**config.mk**
```make
export PLATFORM = sky130hd
export DESIGN_NAME = channel_ctrl
export DESIGN_NICKNAME = d
export VERILOG_FILES = /design/src/rtl/channel_ctrl_pkg.sv /design/src/rtl/event_fifo.sv /design/src/rtl/channel_ctrl.sv
export SDC_FILE = /design/constraint.sdc
export NUM_CORES = 1
export LEC_CHECK = 0
export CAP_MARGIN = 20
export CORE_UTILIZATION = 54
export DETAILED_ROUTE_END_ITERATION = 10
export MAX_ROUTING_LAYER = met4
export PLACE_DENSITY_LB_ADDON = 0.05
export SLEW_MARGIN = 0
export SYNTH_ARGS = -nofsm -noshare
export SYNTH_HDL_FRONTEND = slang
export SYNTH_HIERARCHICAL = 1
export SYNTH_SLANG_ARGS = --single-unit
```
**constraint.sdc**
```tcl
create_clock -name clk -period 5.31 [get_ports clk]
set_input_delay 0.7965 -clock clk [delete_from_list [all_inputs] [get_ports clk]]
set_output_delay 0.7965 -clock clk [all_outputs]
set_load 0.01 [all_outputs]
```
**src/rtl/channel_ctrl_pkg.sv**
```systemverilog
// -----------------------------------------------------------------------------
// channel_ctrl_pkg
// Shared types and helpers for the pixel channel controller.
//   state_t      : controller FSM states
//   EVENT_W      : event word width ({timestamp, adc}) for the default sizes
//   clamp_count(): maps a programmed count of 0 to 1
// -----------------------------------------------------------------------------
package channel_ctrl_pkg;

  localparam int ADCBITS_DEF = 10;
  localparam int TS_BITS_DEF = 24;
  localparam int EVENT_W     = TS_BITS_DEF + ADCBITS_DEF;

  typedef enum logic [2:0] {
    RESET_CSA,
    ARMED,
    SAMPLE,
    CONVERT,
    STORE
  } state_t;

  // A programmed duration of zero still has to occupy one cycle.
  function automatic int unsigned clamp_count(input int unsigned count);
    return (count == 0) ? 32'd1 : count;
  endfunction

endpackage

```
**src/rtl/event_fifo.sv**
```systemverilog
// -----------------------------------------------------------------------------
// event_fifo
// Synchronous FIFO holding captured channel events until readout.
// Ports:
//   clk, rst_n   : clock, asynchronous active-low reset (empties the queue)
//   i_push/i_data: write request and word
//   i_pop        : read request (ignored when empty)
//   o_data       : head entry, forced to 0 while empty
//   o_full/o_empty: occupancy flags
// A push while full succeeds only when a pop happens in the same cycle.
// -----------------------------------------------------------------------------
module event_fifo
  import channel_ctrl_pkg::*;
#(
  parameter int WIDTH = EVENT_W,
  parameter int DEPTH = 4
) (
  input  logic             clk,
  input  logic             rst_n,
  input  logic             i_push,
  input  logic [WIDTH-1:0] i_data,
  input  logic             i_pop,
  output logic [WIDTH-1:0] o_data,
  output logic             o_full,
  output logic             o_empty
);

  localparam int AW = $clog2(DEPTH);

  logic [WIDTH-1:0] r_mem [DEPTH];
  // Pointers carry one extra wrap bit so full and empty are distinguishable.
  logic [AW:0]      r_wr_ptr;
  logic [AW:0]      r_rd_ptr;
  logic             w_do_push;
  logic             w_do_pop;

  assign o_empty   = (r_wr_ptr == r_rd_ptr);
  assign o_full    = (r_wr_ptr[AW] != r_rd_ptr[AW]) &&
                     (r_wr_ptr[AW-1:0] == r_rd_ptr[AW-1:0]);
  assign w_do_pop  = i_pop && !o_empty;
  assign w_do_push = i_push && (!o_full || w_do_pop);

  always_ff @(posedge clk or negedge rst_n) begin
    if (!rst_n) begin
      r_wr_ptr <= '0;
      r_rd_ptr <= '0;
    end else begin
      if (w_do_push) r_wr_ptr <= r_wr_ptr + (AW+1)'(1);
      if (w_do_pop)  r_rd_ptr <= r_rd_ptr + (AW+1)'(1);
    end
  end

  // NOTE: storage is not reset; the pointers alone define valid contents and
  // the head output is masked while empty, so stale words are never visible.
  always_ff @(posedge clk) begin
    if (w_do_push) r_mem[r_wr_ptr[AW-1:0]] <= i_data;
  end

  assign o_data = o_empty ? '0 : r_mem[r_rd_ptr[AW-1:0]];

endmodule

```
**src/rtl/channel_ctrl.sv**
```systemverilog
// -----------------------------------------------------------------------------
// channel_ctrl
// Per-pixel controller for one analog channel: arms the channel, detects a
// discriminator hit, sequences CSA sample and ADC conversion, captures
// {timestamp, adc} into an event queue, then resets the CSA and re-arms.
// Ports:
//   clk, reset_n          : core clock, asynchronous active-low reset
//   hit, done, dout       : analog channel outputs (hit/done asynchronous)
//   sample, strobe, csa_reset : analog channel controls
//   enable                : channel enable (checked only when arming an event)
//   reset_cycles, sample_cycles, timeout_cycles : durations, 0 behaves as 1
//   timestamp             : free-running time counter
//   event_valid/ready/data: readout handshake, data = {timestamp, adc}
//   overflow, timeout_err : sticky error flags, cleared only by reset_n
// -----------------------------------------------------------------------------
module channel_ctrl
  import channel_ctrl_pkg::*;
#(
  parameter int ADCBITS    = 10,
  parameter int TS_BITS    = 24,
  parameter int FIFO_DEPTH = 4,
  parameter int CNT_BITS   = 8
) (
  input  logic                       clk,
  input  logic                       reset_n,
  input  logic                       hit,
  input  logic                       done,
  input  logic [ADCBITS-1:0]         dout,
  output logic                       sample,
  output logic                       strobe,
  output logic                       csa_reset,
  input  logic                       enable,
  input  logic [CNT_BITS-1:0]        reset_cycles,
  input  logic [CNT_BITS-1:0]        sample_cycles,
  input  logic [CNT_BITS-1:0]        timeout_cycles,
  input  logic [TS_BITS-1:0]         timestamp,
  output logic                       event_valid,
  input  logic                       event_ready,
  output logic [TS_BITS+ADCBITS-1:0] event_data,
  output logic                       overflow,
  output logic                       timeout_err
);

  localparam int EW = TS_BITS + ADCBITS;

  // ---------------------------------------------------------------------------
  // Synchronizers: two flops each; r_hit_d keeps the previous synchronized hit
  // so a rising edge is consumed whatever state the FSM is in.
  // ---------------------------------------------------------------------------
  logic r_hit_s1, r_hit_s2, r_hit_d;
  logic r_done_s1, r_done_s2;
  logic w_hit_rise;
  logic w_done_sync;

  // NOTE: every flop uses <= so all registers see pre-edge values; a blocking
  // assignment here would collapse the synchronizer chain into one stage.
  always_ff @(posedge clk or negedge reset_n) begin
    if (!reset_n) begin
      r_hit_s1  <= 1'b0;
      r_hit_s2  <= 1'b0;
      r_hit_d   <= 1'b0;
      r_done_s1 <= 1'b0;
      r_done_s2 <= 1'b0;
    end else begin
      r_hit_s1  <= hit;
      r_hit_s2  <= r_hit_s1;
      r_hit_d   <= r_hit_s2;
      r_done_s1 <= done;
      r_done_s2 <= r_done_s1;
    end
  end

  assign w_hit_rise  = r_hit_s2 && !r_hit_d;
  assign w_done_sync = r_done_s2;

  // ---------------------------------------------------------------------------
  // FSM with a shared up-counter: it restarts at 0 on every state change, and
  // a state of length N ends when the counter shows N-1.
  // ---------------------------------------------------------------------------
  state_t              r_state;
  state_t              w_state_nxt;
  logic [CNT_BITS-1:0] r_cnt;
  logic                w_reset_last;
  logic                w_sample_last;
  logic                w_conv_last;
  logic                w_capture_ts;
  logic                w_latch_adc;
  logic                w_timeout;
  logic                w_push;

  assign w_reset_last  = (32'(r_cnt) + 32'd1) >= clamp_count(32'(reset_cycles));
  assign w_sample_last = (32'(r_cnt) + 32'd1) >= clamp_count(32'(sample_cycles));
  assign w_conv_last   = (32'(r_cnt) + 32'd1) >= clamp_count(32'(timeout_cycles));

  // NOTE: every signal driven here gets a default first, so no path through
  // the case leaves one unassigned and no latch is inferred.
  always_comb begin
    w_state_nxt  = r_state;
    w_capture_ts = 1'b0;
    w_latch_adc  = 1'b0;
    w_timeout    = 1'b0;
    w_push       = 1'b0;
    sample       = 1'b0;
    strobe       = 1'b0;
    csa_reset    = 1'b0;
    case (r_state)
      RESET_CSA: begin
        csa_reset = 1'b1;
        if (w_reset_last) w_state_nxt = ARMED;
      end
      ARMED: begin
        if (w_hit_rise && enable) begin
          w_state_nxt  = SAMPLE;
          w_capture_ts = 1'b1;
        end
      end
      SAMPLE: begin
        sample = 1'b1;
        if (w_sample_last) w_state_nxt = CONVERT;
      end
      CONVERT: begin
        strobe = 1'b1;
        // A conversion finishing in the last allowed cycle still counts.
        if (w_done_sync) begin
          w_state_nxt = STORE;
          w_latch_adc = 1'b1;
        end else if (w_conv_last) begin
          w_state_nxt = RESET_CSA;
          w_timeout   = 1'b1;
        end
      end
      STORE: begin
        w_push      = 1'b1;
        w_state_nxt = RESET_CSA;
      end
      default: w_state_nxt = RESET_CSA;
    endcase
  end

  always_ff @(posedge clk or negedge reset_n) begin
    if (!reset_n) begin
      r_state <= RESET_CSA;
      r_cnt   <= '0;
    end else begin
      r_state <= w_state_nxt;
      if (w_state_nxt != r_state) r_cnt <= '0;
      else if (r_state != ARMED)  r_cnt <= r_cnt + CNT_BITS'(1);
    end
  end

  // ---------------------------------------------------------------------------
  // Event capture, sticky flags and queue
  // ---------------------------------------------------------------------------
  logic [TS_BITS-1:0] r_ts;
  logic [ADCBITS-1:0] r_adc;
  logic               r_overflow;
  logic               r_timeout_err;
  logic               w_full;
  logic               w_empty;
  logic               w_pop;
  logic               w_drop;

  assign w_pop  = event_valid && event_ready;
  // A pop in the same cycle frees the slot, so only an unrelieved full drops.
  assign w_drop = w_push && w_full && !w_pop;

  always_ff @(posedge clk or negedge reset_n) begin
    if (!reset_n) begin
      r_ts          <= '0;
      r_adc         <= '0;
      r_overflow    <= 1'b0;
      r_timeout_err <= 1'b0;
    end else begin
      if (w_capture_ts) r_ts  <= timestamp;
      if (w_latch_adc)  r_adc <= dout;
      if (w_drop)       r_overflow    <= 1'b1;
      if (w_timeout)    r_timeout_err <= 1'b1;
    end
  end

  event_fifo #(
    .WIDTH (EW),
    .DEPTH (FIFO_DEPTH)
  ) u_event_fifo (
    .clk     (clk),
    .rst_n   (reset_n),
    .i_push  (w_push),
    .i_data  ({r_ts, r_adc}),
    .i_pop   (w_pop),
    .o_data  (event_data),
    .o_full  (w_full),
    .o_empty (w_empty)
  );

  assign event_valid = !w_empty;
  assign overflow    = r_overflow;
  assign timeout_err = r_timeout_err;

endmodule
```
==> impl_summary.txt <==
----------------------------------------------------
[Floorplan]
  Die outline width ... 126.4 microns
  IO Pins ... 104
  Floorplan die area ... 15980 sq um
  Die Height ... 126.4 microns
  Core area ... 15150 sq um
  Effective utilization at floorplan ... 0.5519
  Row count ... 45

[STA]
  Final critical-path required period ... 3.887 ns
  Max-slew violation count ... 0
  Final count of hold timing violations ... 0
  Actual slew at the worst max-slew pin ... 1.070 ns
  TNS Setup ... 0 ns
  Endpoints failing setup ... 0
  Fin Hold WS ... 0.3562 ns
  Setup repair after global routing missed its margin ... false
  Max transition margin ... 0.2864
  Highest achievable clock rate ... 257.3 MHz
  Post-route clock skew ... 0.008892 ns
  Final cycle utilization of the critical path ... 0.7320

[Global routing]
  Overall global routing resource usage ... 0.2169
  First-pass GRT wire length ... 24790 microns
  Maximum number of pins on one net before global-route repair ... 59
  Via count of the first global-routing pass ... 4722
  Final global-route overflow total ... 0
  Initial antenna violation count ... 0

[Critical path]
  Maximum fanout along the worst path ... 37
  Nature of the critical path startpoint ... flop
  Worst path bufs/invs ... 2
  Cells along the critical path ... xor2_4 -> nor3_4 -> buf_4 -> nor2b_1 -> clkdlybuf4s50_1
  Slowest stage cell, crit path ... sky130_fd_sc_hd__dfrtp_2
  Crit Path Category ... flop to output port
  Capturing element type of the critical path ... output port
  Cell type group with the largest total delay on the critical path ... flip-flops
  Worst endpoint required time ... 4.51 ns
  Critical path's largest stage delay ... 1.07 ns
  Data arrival time at the worst-slack endpoint ... 3.09 ns

[Final layout]
  P&R area growth vs syn ... 20.79%
  Most used cells in the layout excluding fill and tap cells ... sky130_fd_sc_hd__edfxtp_1, sky130_fd_sc_hd__clkdlybuf4s50_1, sky130_fd_sc_hd__dfrtp_1
  Share of the core filled with cells ... 0.6667
  Final nets ... 694
  Fraction of layout cells with a size suffix above 1 ... 0.1501
  Sequential cell area ... 5538 sq um
  Number of filler cells placed in the layout ... 1040
  Total area of multi-input combinational cells ... 2628 sq um
  Count of inserted antenna diode cells ... 0
  Commonest non-fill, non-tap cell in the layout ... sky130_fd_sc_hd__edfxtp_1
  Non-Filler Instances ... 801

[Yosys]
  Count of warnings emitted by yosys ... 6
  Post-synthesis instance area ... 8359 sq um
  Synthesized Nets ... 584
  Fraction of registers with async set/reset ... 0.2990
  Average cell area after synthesis ... 17.06 sq um
  Number of enable flip-flop cells after synthesis ... 136
  Top flip-flop cell by instance count after synthesis ... sky130_fd_sc_hd__edfxtp_1
  Sequential-to-total area share from yosys stat ... 0.6622
  Number of instances in the synthesized netlist ... 490
  Cell variety after synth ... 50
  #FFs+latches synth ... 194

[Run]
  Count of max-cap constraint violations ... 0

[Placed design]
  Detailed-placement wirelength estimate ... 9503 microns
  Total instance count after detailed placement ... 769
  Port Buffer Count ... 103
  RD Place Congestion ... 0.8232

[Clock network]
  Sinks on the clock net ... 194
  Resized cells post-CTS ... 0
  Post-CTS clock slew at the launch and capture registers of the worst setup and hold paths ... 0.06 ns
  Setup repair bufs after CTS ... 0
  Clock root buffer ... sky130_fd_sc_hd__clkbuf_16
  Number of buffers added by the clock tree synthesis step ... 17
  Number of hold buffers added after cts ... 0
  CTS tree ... built
  Maximum buffer depth of the clock tree ... 2
  Htree depth ... 4
  Clk Latency, worst-skew pair ... 0.43 ns

[Routing]
  Number of nets still failing antenna checks after routing ... 0
  Final wirelength ... 15290 microns
  Via total after detailed routing ... 4558
  Drt first-iter violations ... 214
  Detailed-route DRC error count ... 0
  Drt first pass iters ... 4
  Vias/cell ... 5.690
  Routed wire length per instance ... 19.09 microns

[Pwr]
  VDD IR-drop max ... 262.5 uV
  Areal power density over the cells ... 508.0 nW/um^2
  Standby leakage power ... 3.830 nW
  Total design power ... 5.129 mW

[Worst hold path]
  Kind of path behind the tightest hold check ... flop to flop

[Outcome]
  Status ... finished, final reports clean

----------------------------------------------------
layer usage:
layer	global-route usage	share of wire	up-vias
li1	-	-	2096
met1	0.2763	0.45	2352
met2	0.3526	0.51	93
met3	0.04175	0.030	17
met4	0.07300	0.015	0
met5	-	0	-
Yosys cell counts (8+ instances only):
cell type                  number  area, sq um
sky130_fd_sc_hd__dfrtp_1       58         1451
sky130_fd_sc_hd__mux4_2        34        765.7
sky130_fd_sc_hd__a31oi_1        8        50.05
sky130_fd_sc_hd__xnor2_1       12        105.1
sky130_fd_sc_hd__nand2_1       11        41.29
sky130_fd_sc_hd__inv_1         26        97.59
sky130_fd_sc_hd__ha_1          30        375.4
sky130_fd_sc_hd__edfxtp_1     136         4084
sky130_fd_sc_hd__nor2_1        13        48.80
sky130_fd_sc_hd__nor2b_1       38        237.7
sky130_fd_sc_hd__mux2_1        26        292.8
sky130_fd_sc_hd__mux2_2        10        112.6
logic make-up (layout without fill, tap and decap cells):
| group | Yosys count | in the layout | synth area share |
|---|---|---|---|
| buffers and inverters | 42 | 165 | 0.02395 |
| xor gates and xnor gates | 21 | 21 | 0.02515 |
| muxes | 70 | 70 | 0.1401 |
| adders and majority gates | 30 | 30 | 0.04490 |
| and+or+nand+nor | 98 | 98 | 0.07125 |
| AOI/OAI and AO/OA | 35 | 35 | 0.03248 |
| DFF | 194 | 194 | 0.6622 |
through the flow:
step	setup slack, ns	area (sq um)
global placement	1.858	9554
finish	1.423	10100
floorplan	2.292	8359
CTS	1.354	10100
global route	1.268	10100
detailed placement	1.819	9554
final cells by class:
type                            instances  area share
Tap cell                              188     0.02330
Sequential cell                       194      0.5485
Clock buffer                           19     0.04287
Timing Repair Buffer                  107      0.1046
Multi-Input combinational cell        254      0.2602
Clock inverter                         13     0.01090
Inverter                               26    0.009665
where the power goes:
group	switching, mW	total, mW	internal (mW)	leakage, nW
registers	0.329	2.30	1.97	1.96
logic	0.701	1.66	0.954	1.61
clock network	0.531	1.18	0.646	0.268
worst reg2reg max path, delay by kind of cell (launching register included):
| kind | cells | cell delay [ns] |
|---|---|---|
| xor+xnor | 1 | 0.35 |
| fa+ha+maj | 2 | 0.60 |
| flops | 1 | 0.50 |
| compound gates | 2 | 0.41 |
| simple gates | 5 | 1.47 |
state kept, by name, summed over array words and instances (netlist names):
register / count
r_hit_s2: 1
r_cnt: 8
timeout_err: 1
r_hit_s1: 1
overflow: 1
u_event_fifo/r_rd_ptr: 3
r_hit_d: 1
r_state: 3
r_adc: 10
r_ts: 24
u_event_fifo/r_mem: 136
r_done_s2: 1
u_event_fifo/r_wr_ptr: 3
r_done_s1: 1
final timing paths:
kind                       slack [ns]                            startpoint                              endpoint  cells past startpoint
setup / recovery                 1.42  u_event_fifo/r_rd_ptr[1]$_DFFE_PN0P_                         event_data[9]                      5
hold / removal                   0.36                   r_done_s1$_DFF_PN0_                   r_done_s2$_DFF_PN0_                      0
setup reg to reg                 1.89                  r_cnt[0]$_DFFE_PN0P_                  r_cnt[1]$_DFFE_PN0P_                     10
hold reg to reg                  0.36                   r_done_s1$_DFF_PN0_                   r_done_s2$_DFF_PN0_                      0
max in group asynchronous        4.20                               reset_n  u_event_fifo/r_rd_ptr[1]$_DFFE_PN0P_                      2
min in group asynchronous        0.53                               reset_n                  r_adc[3]$_DFFE_PN0P_                      2
Note: power is estimated with default switching activity, not from simulation.
